$ cat src/rtl/tl45_dprf_if.sv
// Register-file access bundle: two combinational read ports, one writeback port and the clear-busy flag.
// The core drives it through the master modport. The register file serves it through the slave modport.
interface tl45_dprf_if #(
  parameter int DATA_WIDTH = 32,
  parameter int ADDR_WIDTH = 4
);
  logic [ADDR_WIDTH-1:0] i_read_a1;
  logic [ADDR_WIDTH-1:0] i_read_a2;
  logic [DATA_WIDTH-1:0] o_d1;
  logic [DATA_WIDTH-1:0] o_d2;
  logic                  i_write_en;
  logic [ADDR_WIDTH-1:0] i_write_addr;
  logic [DATA_WIDTH-1:0] i_write_data;
  logic                  o_busy;

  modport master (
    output i_read_a1, i_read_a2, i_write_en, i_write_addr, i_write_data,
    input  o_d1, o_d2, o_busy
  );

  modport slave (
    input  i_read_a1, i_read_a2, i_write_en, i_write_addr, i_write_data,
    output o_d1, o_d2, o_busy
  );
endinterface

$ cat src/rtl/tl45_dprf.sv
// Dual-read, single-write register file with r0 hardwired to zero and a write-through bypass.
// After reset, a clear sweep zeroes r1..r(NREGS-1), one register per cycle, and holds o_busy high meanwhile.
module tl45_dprf #(
  parameter int DATA_WIDTH = 32,
  parameter int ADDR_WIDTH = 4
) (
  input  logic          i_clk,
  input  logic          i_reset,
  tl45_dprf_if.slave    bus
);

  localparam int NREGS = 1 << ADDR_WIDTH;
  localparam logic [ADDR_WIDTH-1:0] PTR_FIRST = ADDR_WIDTH'(1);
  localparam logic [ADDR_WIDTH-1:0] PTR_LAST  = ADDR_WIDTH'(NREGS - 1);

  typedef enum logic {
    CLEAR = 1'b0,
    RUN   = 1'b1
  } mode_t;

  mode_t                 mode_q;
  logic [ADDR_WIDTH-1:0] clear_ptr_q;
  logic [DATA_WIDTH-1:0] regs_q [NREGS];

  // Clear sweep restarts at r1 on every reset edge and hands over to RUN after r(NREGS-1).
  always_ff @(posedge i_clk) begin
    if (i_reset) begin
      mode_q      <= CLEAR;
      clear_ptr_q <= PTR_FIRST;
    end else if (mode_q == CLEAR) begin
      if (clear_ptr_q == PTR_LAST) begin
        mode_q      <= RUN;
        clear_ptr_q <= PTR_FIRST;
      end else begin
        clear_ptr_q <= clear_ptr_q + PTR_FIRST;
      end
    end
  end

  // Storage is never reset directly. The sweep clears it, and writeback is locked out until the sweep ends.
  always_ff @(posedge i_clk) begin
    if (!i_reset) begin
      if (mode_q == CLEAR) begin
        regs_q[clear_ptr_q] <= '0;
      end else if (bus.i_write_en && (bus.i_write_addr != '0)) begin
        regs_q[bus.i_write_addr] <= bus.i_write_data;
      end
    end
  end

  function automatic logic [DATA_WIDTH-1:0] read_port(input logic [ADDR_WIDTH-1:0] addr);
    logic [DATA_WIDTH-1:0] data;
    data = '0;
    if (addr == '0) begin
      data = '0;
    end else if (mode_q == CLEAR) begin
      data = '0;
    end else if (bus.i_write_en && (bus.i_write_addr == addr)) begin
      data = bus.i_write_data;
    end else begin
      data = regs_q[addr];
    end
    return data;
  endfunction

  assign bus.o_d1   = read_port(bus.i_read_a1);
  assign bus.o_d2   = read_port(bus.i_read_a2);
  assign bus.o_busy = (mode_q == CLEAR);

endmodule

$ cat src/flat_wrapper.sv
// flat-port wrapper written by rule: the top's interface ports become plain ports
module tl45_dprf_flat 
#(
  parameter int DATA_WIDTH = 32,
  parameter int ADDR_WIDTH = 4
)
  (i_clk, i_reset, bus_i_read_a1, bus_i_read_a2, bus_i_write_en, bus_i_write_addr, bus_i_write_data, bus_o_d1, bus_o_d2, bus_o_busy);
  tl45_dprf_if #(.DATA_WIDTH(DATA_WIDTH), .ADDR_WIDTH(ADDR_WIDTH)) bus_i ();
  input  logic i_clk;
  input  logic i_reset;
  input wire logic [$bits(bus_i.i_read_a1)-1:0] bus_i_read_a1;
  input wire logic [$bits(bus_i.i_read_a2)-1:0] bus_i_read_a2;
  input wire logic [$bits(bus_i.i_write_en)-1:0] bus_i_write_en;
  input wire logic [$bits(bus_i.i_write_addr)-1:0] bus_i_write_addr;
  input wire logic [$bits(bus_i.i_write_data)-1:0] bus_i_write_data;
  output wire logic [$bits(bus_i.o_d1)-1:0] bus_o_d1;
  output wire logic [$bits(bus_i.o_d2)-1:0] bus_o_d2;
  output wire logic [$bits(bus_i.o_busy)-1:0] bus_o_busy;
  assign bus_i.i_read_a1 = bus_i_read_a1;
  assign bus_i.i_read_a2 = bus_i_read_a2;
  assign bus_i.i_write_en = bus_i_write_en;
  assign bus_i.i_write_addr = bus_i_write_addr;
  assign bus_i.i_write_data = bus_i_write_data;
  assign bus_o_d1 = bus_i.o_d1;
  assign bus_o_d2 = bus_i.o_d2;
  assign bus_o_busy = bus_i.o_busy;
  tl45_dprf #(.DATA_WIDTH(DATA_WIDTH), .ADDR_WIDTH(ADDR_WIDTH)) u_core (.i_clk(i_clk), .i_reset(i_reset), .bus(bus_i));
endmodule
$ cat config.mk
export PLATFORM = sky130hd
export DESIGN_NAME = tl45_dprf_flat
export DESIGN_NICKNAME = d
export VERILOG_FILES = /design/src/rtl/tl45_dprf_if.sv /design/src/rtl/tl45_dprf.sv /design/src/flat_wrapper.sv
export SDC_FILE = /design/constraint.sdc
export NUM_CORES = 1
export LEC_CHECK = 0
export ABC_CLOCK_PERIOD_IN_PS = 10100
export CAP_MARGIN = 20
export CORE_MARGIN = 2
export CORE_UTILIZATION = 30
export CTS_CLUSTER_SIZE = 14
export DETAILED_ROUTE_END_ITERATION = 6
export PLACE_DENSITY_LB_ADDON = 0.1
export RECOVER_POWER = 25
export SLEW_MARGIN = 20
export SYNTH_ARGS = -nofsm -noshare
export SYNTH_HDL_FRONTEND = slang
export SYNTH_SLANG_ARGS = --single-unit
$ cat constraint.sdc
create_clock -name i_clk -period 10.1 [get_ports i_clk]
set_clock_uncertainty 0.2 [all_clocks]
set_input_delay 2.02 -clock i_clk [delete_from_list [all_inputs] [get_ports i_clk]]
set_output_delay 2.02 -clock i_clk [all_outputs]
set_load 0.005 [all_outputs]
==> flow_summary.toml <==
[layout]
fill_cells = 7482
area_growth_pct = 17.1
drive_gt1_share_pct = 29.3
ff_latch_area_um2 = 15500
multi_input_area_um2 = 8410
nets = 1407

[grt]
overflow = 0
grt_pass1_vias = 14733
grt_usage_pct = 19.3
grt_pass1_wl_mm = 114
grt_max_degree = 78
antenna_found_initial = 6

[timing]
drv_slew = 34
fin_tns_setup_ns = 0
final.min_clock_period_ns = 7.72
finalSetupViolCount = 0
hold_viol = 0
finalCritPeriodShare_pct = 76.4
worstMarginPinSlew_ns = 3.02
worst_slew_margin_rel_pct = -102
rsz0062_at_grt = "false"
max_clock_freq_mhz = 130

[synth]
synth_top_family_by_area = "multiplexers"
ys_seq_area_share_pct = 63.7
synthCells = 1262
post-synth-top-area-cell = "edfxtp_1"
synth_xor_area_share_pct = 0.324
syn-num-nets = 1310
yosysUniqueCellTypes = 37
synth.cell_area_um2 = 24300
synth_top_area_share_pct = 63.3
synth_adder_area_share_pct = 0.0515
async_reset_ff_share_pct = 0
synth-edff-count = 512
synth_area_leaders = "edfxtp_1, mux4_2, a22oi_1, a22o_1, nand2_1"
synth-simple-area-share_pct = 2.89
synthMuxAreaShare_pct = 23.8
synth-main-ff-cell = "edfxtp_1"
synth_compound_area_share_pct = 6.80
synth_seq_cells = 517
ys.warnings.count = 0
avgSynthCellArea_um2 = 19.3

[status]
violations = "capacitance limit, slew limit"
status = "complete, but fails checks"

[detailed_routing]
final_antenna_net_count = 0
drc = 0
wl_per_cell_um = 32.5
firstDrtPassIters = 5
wirelength_mm = 80.2
vias = 14083
drt_iter0_markers = 1526
viasPerCell = 5.71

[setup_path]
crit_buf_inv = 4
r2r_cells = 5
cp.required_ns = 7.88
crit_chain = "buf_6 > buf_4 > buf_4 > mux4_2 > a22oi_1 > nand2_1 > a22o_1 > clkdlybuf4s50_1"
regToRegEndpoint = "u_core.regs_q[6][3]"
start_kind = "primary input"
r2r_start = "u_core.mode_q"
r2r_slack_ns = 6.37
worstSetupPathType = "primary input to primary output"
crit_path_max_fanout = 45
cp_slowest_stage_delay_ns = 0.73
end_kind = "primary output"
arrival_ns = 5.50
slowest_stage = "buf_4"
path_delay_family = "buffers and inverters"
crit_top_cell = "buf_4"

[power_and_ir_drop]
power_uw = 4750
powerDensity_nw_per_um2 = 167
cellLeakagePower_uw = 0.00958
ir_drop_mv = 0.124

[floorplanning]
fp.coreArea_um2 = 80400
io_pins = 112
start_util_pct = 30.2
die_w_um = 289
die-area_um2 = 83300
rows = 104
die_y_um = 289

[clock_network]
htreeDepth = 2
cts-root-buf = "clkbuf_16"
clkSinkCount = 517
cts_made_buffers = 57
postCtsHoldBufs = 0
cts_tree = "built"
postCtsSetupBuffers = 0
insertion_delay_ns = 0.61
cts_resized = 0
clock_path_buffers = 3
clkTransAtPathRegs_ns = 0.06

[placement]
dpl.hpwl_mm = 42.8
io_buffers = 111
place.gp.congestion = 0.731

[hold_path]
min_to = "u_core.clear_ptr_q[3]"
hold_class = "register to register"
min_path_cells = 2
hold_path_startpoint = "u_core.clear_ptr_q[3]"

[run]
cap_violations = 1
==> cell usage in the layout, fill, tap and decap left out, drive strengths merged, types with 3 or more instances in the layout <==
cell type / n
a21oi: 6
edfxtp: 512
inv: 3
nor3: 3
xor2: 6
nand2: 69
buf: 44
xnor2: 3
clkdlybuf4s50: 105
bufinv: 4
nand3: 5
clkbuf: 67
clkinvlp: 3
and3: 32
nor2: 24
mux4: 256
a22o: 64
a22oi: 129
nor2b: 5
a31oi: 3
o21ai: 4
clkinv: 32
dfxtp: 5
==> cell usage after synthesis, types with 2 or more instances <==
cell	count
edfxtp_1	512
mux4_2	256
a22oi_1	129
nand2_1	69
clkbuf_1	66
a22o_1	64
and3_1	32
nor2_1	24
buf_2	17
buf_6	14
buf_4	12
a21oi_1	6
xor2_1	6
buf_1	5
dfxtp_1	5
nand3_1	5
nor2b_1	5
o21ai_0	4
a31oi_1	3
inv_1	3
nor3_1	3
xnor2_1	3
and2_1	2
and4b_1	2
nor4_1	2
o41ai_1	2
==> worst max-delay path by stage <==
stage	slack [ns]	endpoint	start	cells after the start
3_3_place_gp	2.41	bus_o_d2[30]	bus_i_read_a2[1]	8
5_1_grt	2.29	bus_o_d2[0]	bus_i_read_a2[1]	8
4_1_cts	2.42	bus_o_d2[30]	bus_i_read_a2[1]	8
2_1_floorplan	4.47	bus_o_d2[20]	bus_i_read_a2[0]	7
3_5_place_dp	2.44	bus_o_d2[0]	bus_i_read_a2[1]	8
6_report	2.38	bus_o_d2[30]	bus_i_read_a2[1]	8
==> where the power goes <==
| part | internal, µW | leakage [µW] | switching, µW | total (µW) |
|---|---|---|---|---|
| combinational | 143 | 0.00342 | 217 | 360 |
| clock | 1150 | 0.000877 | 861 | 2010 |
| sequential | 2370 | 0.00529 | 16.4 | 2380 |
==> cell families (layout without fill, tap and decap cells) <==
family	count (synthesis)	after routing
multiplexers	257	257
AND/OR/NAND/NOR	149	149
flip-flops	517	517
buffers and inverters	117	260
other	0	1
AO/OA/AOI/OAI	212	212
adder cells (fa/ha/maj)	1	1
XOR/XNOR	9	9
==> worst reg2reg max path, stage by stage, from the launching register on <==
cell and delay (ns):
dfxtp_1 0.61, nand3b_1 0.22, nor2_1 0.18, a22oi_1 0.27, nor2_1 1.18, buf_4 0.67
==> per-stage QoR <==
stage	hold WS [ns]	utilization (%)	setup WS [ns]	area, µm²	instances
2_1_floorplan	0.297	-	4.47	24300	1262
3_3_place_gp	0.336	33.2	2.41	26700	2359
3_5_place_dp	0.343	33.2	2.44	26700	2359
4_1_cts	0.353	35.4	2.42	28400	2464
5_1_grt	0.421	35.4	2.29	28500	2466
6_report	0.360	35.4	2.38	28500	2466
==> state kept, by name, summed over array words and instances (netlist names) <==
| name | flops |
|---|---|
| u_core.clear_ptr_q | 4 |
| u_core.mode_q | 1 |
| u_core.regs_q | 512 |
==> layer usage <==
metal	global-route usage (%)	vias to the layer above	part of all wire [%]
met3	4.38	92	8.1
met4	3.87	2	1.6
li1	-	5699	-
met2	30.4	622	47
met1	27.6	7668	43
met5	0	-	0.015
==> cell type report <==
class,count,share of cell area [%]
Tap cell,1060,4.66
Clock inverter,39,1.06
Antenna cell,1,0.00879
Sequential cell,517,54.4
Clock buffer,66,5.21
Inverter,3,0.0396
Multi-Input combinational cell,628,29.6
Timing Repair Buffer,152,5.09
Power figures use the tool's default switching activity.
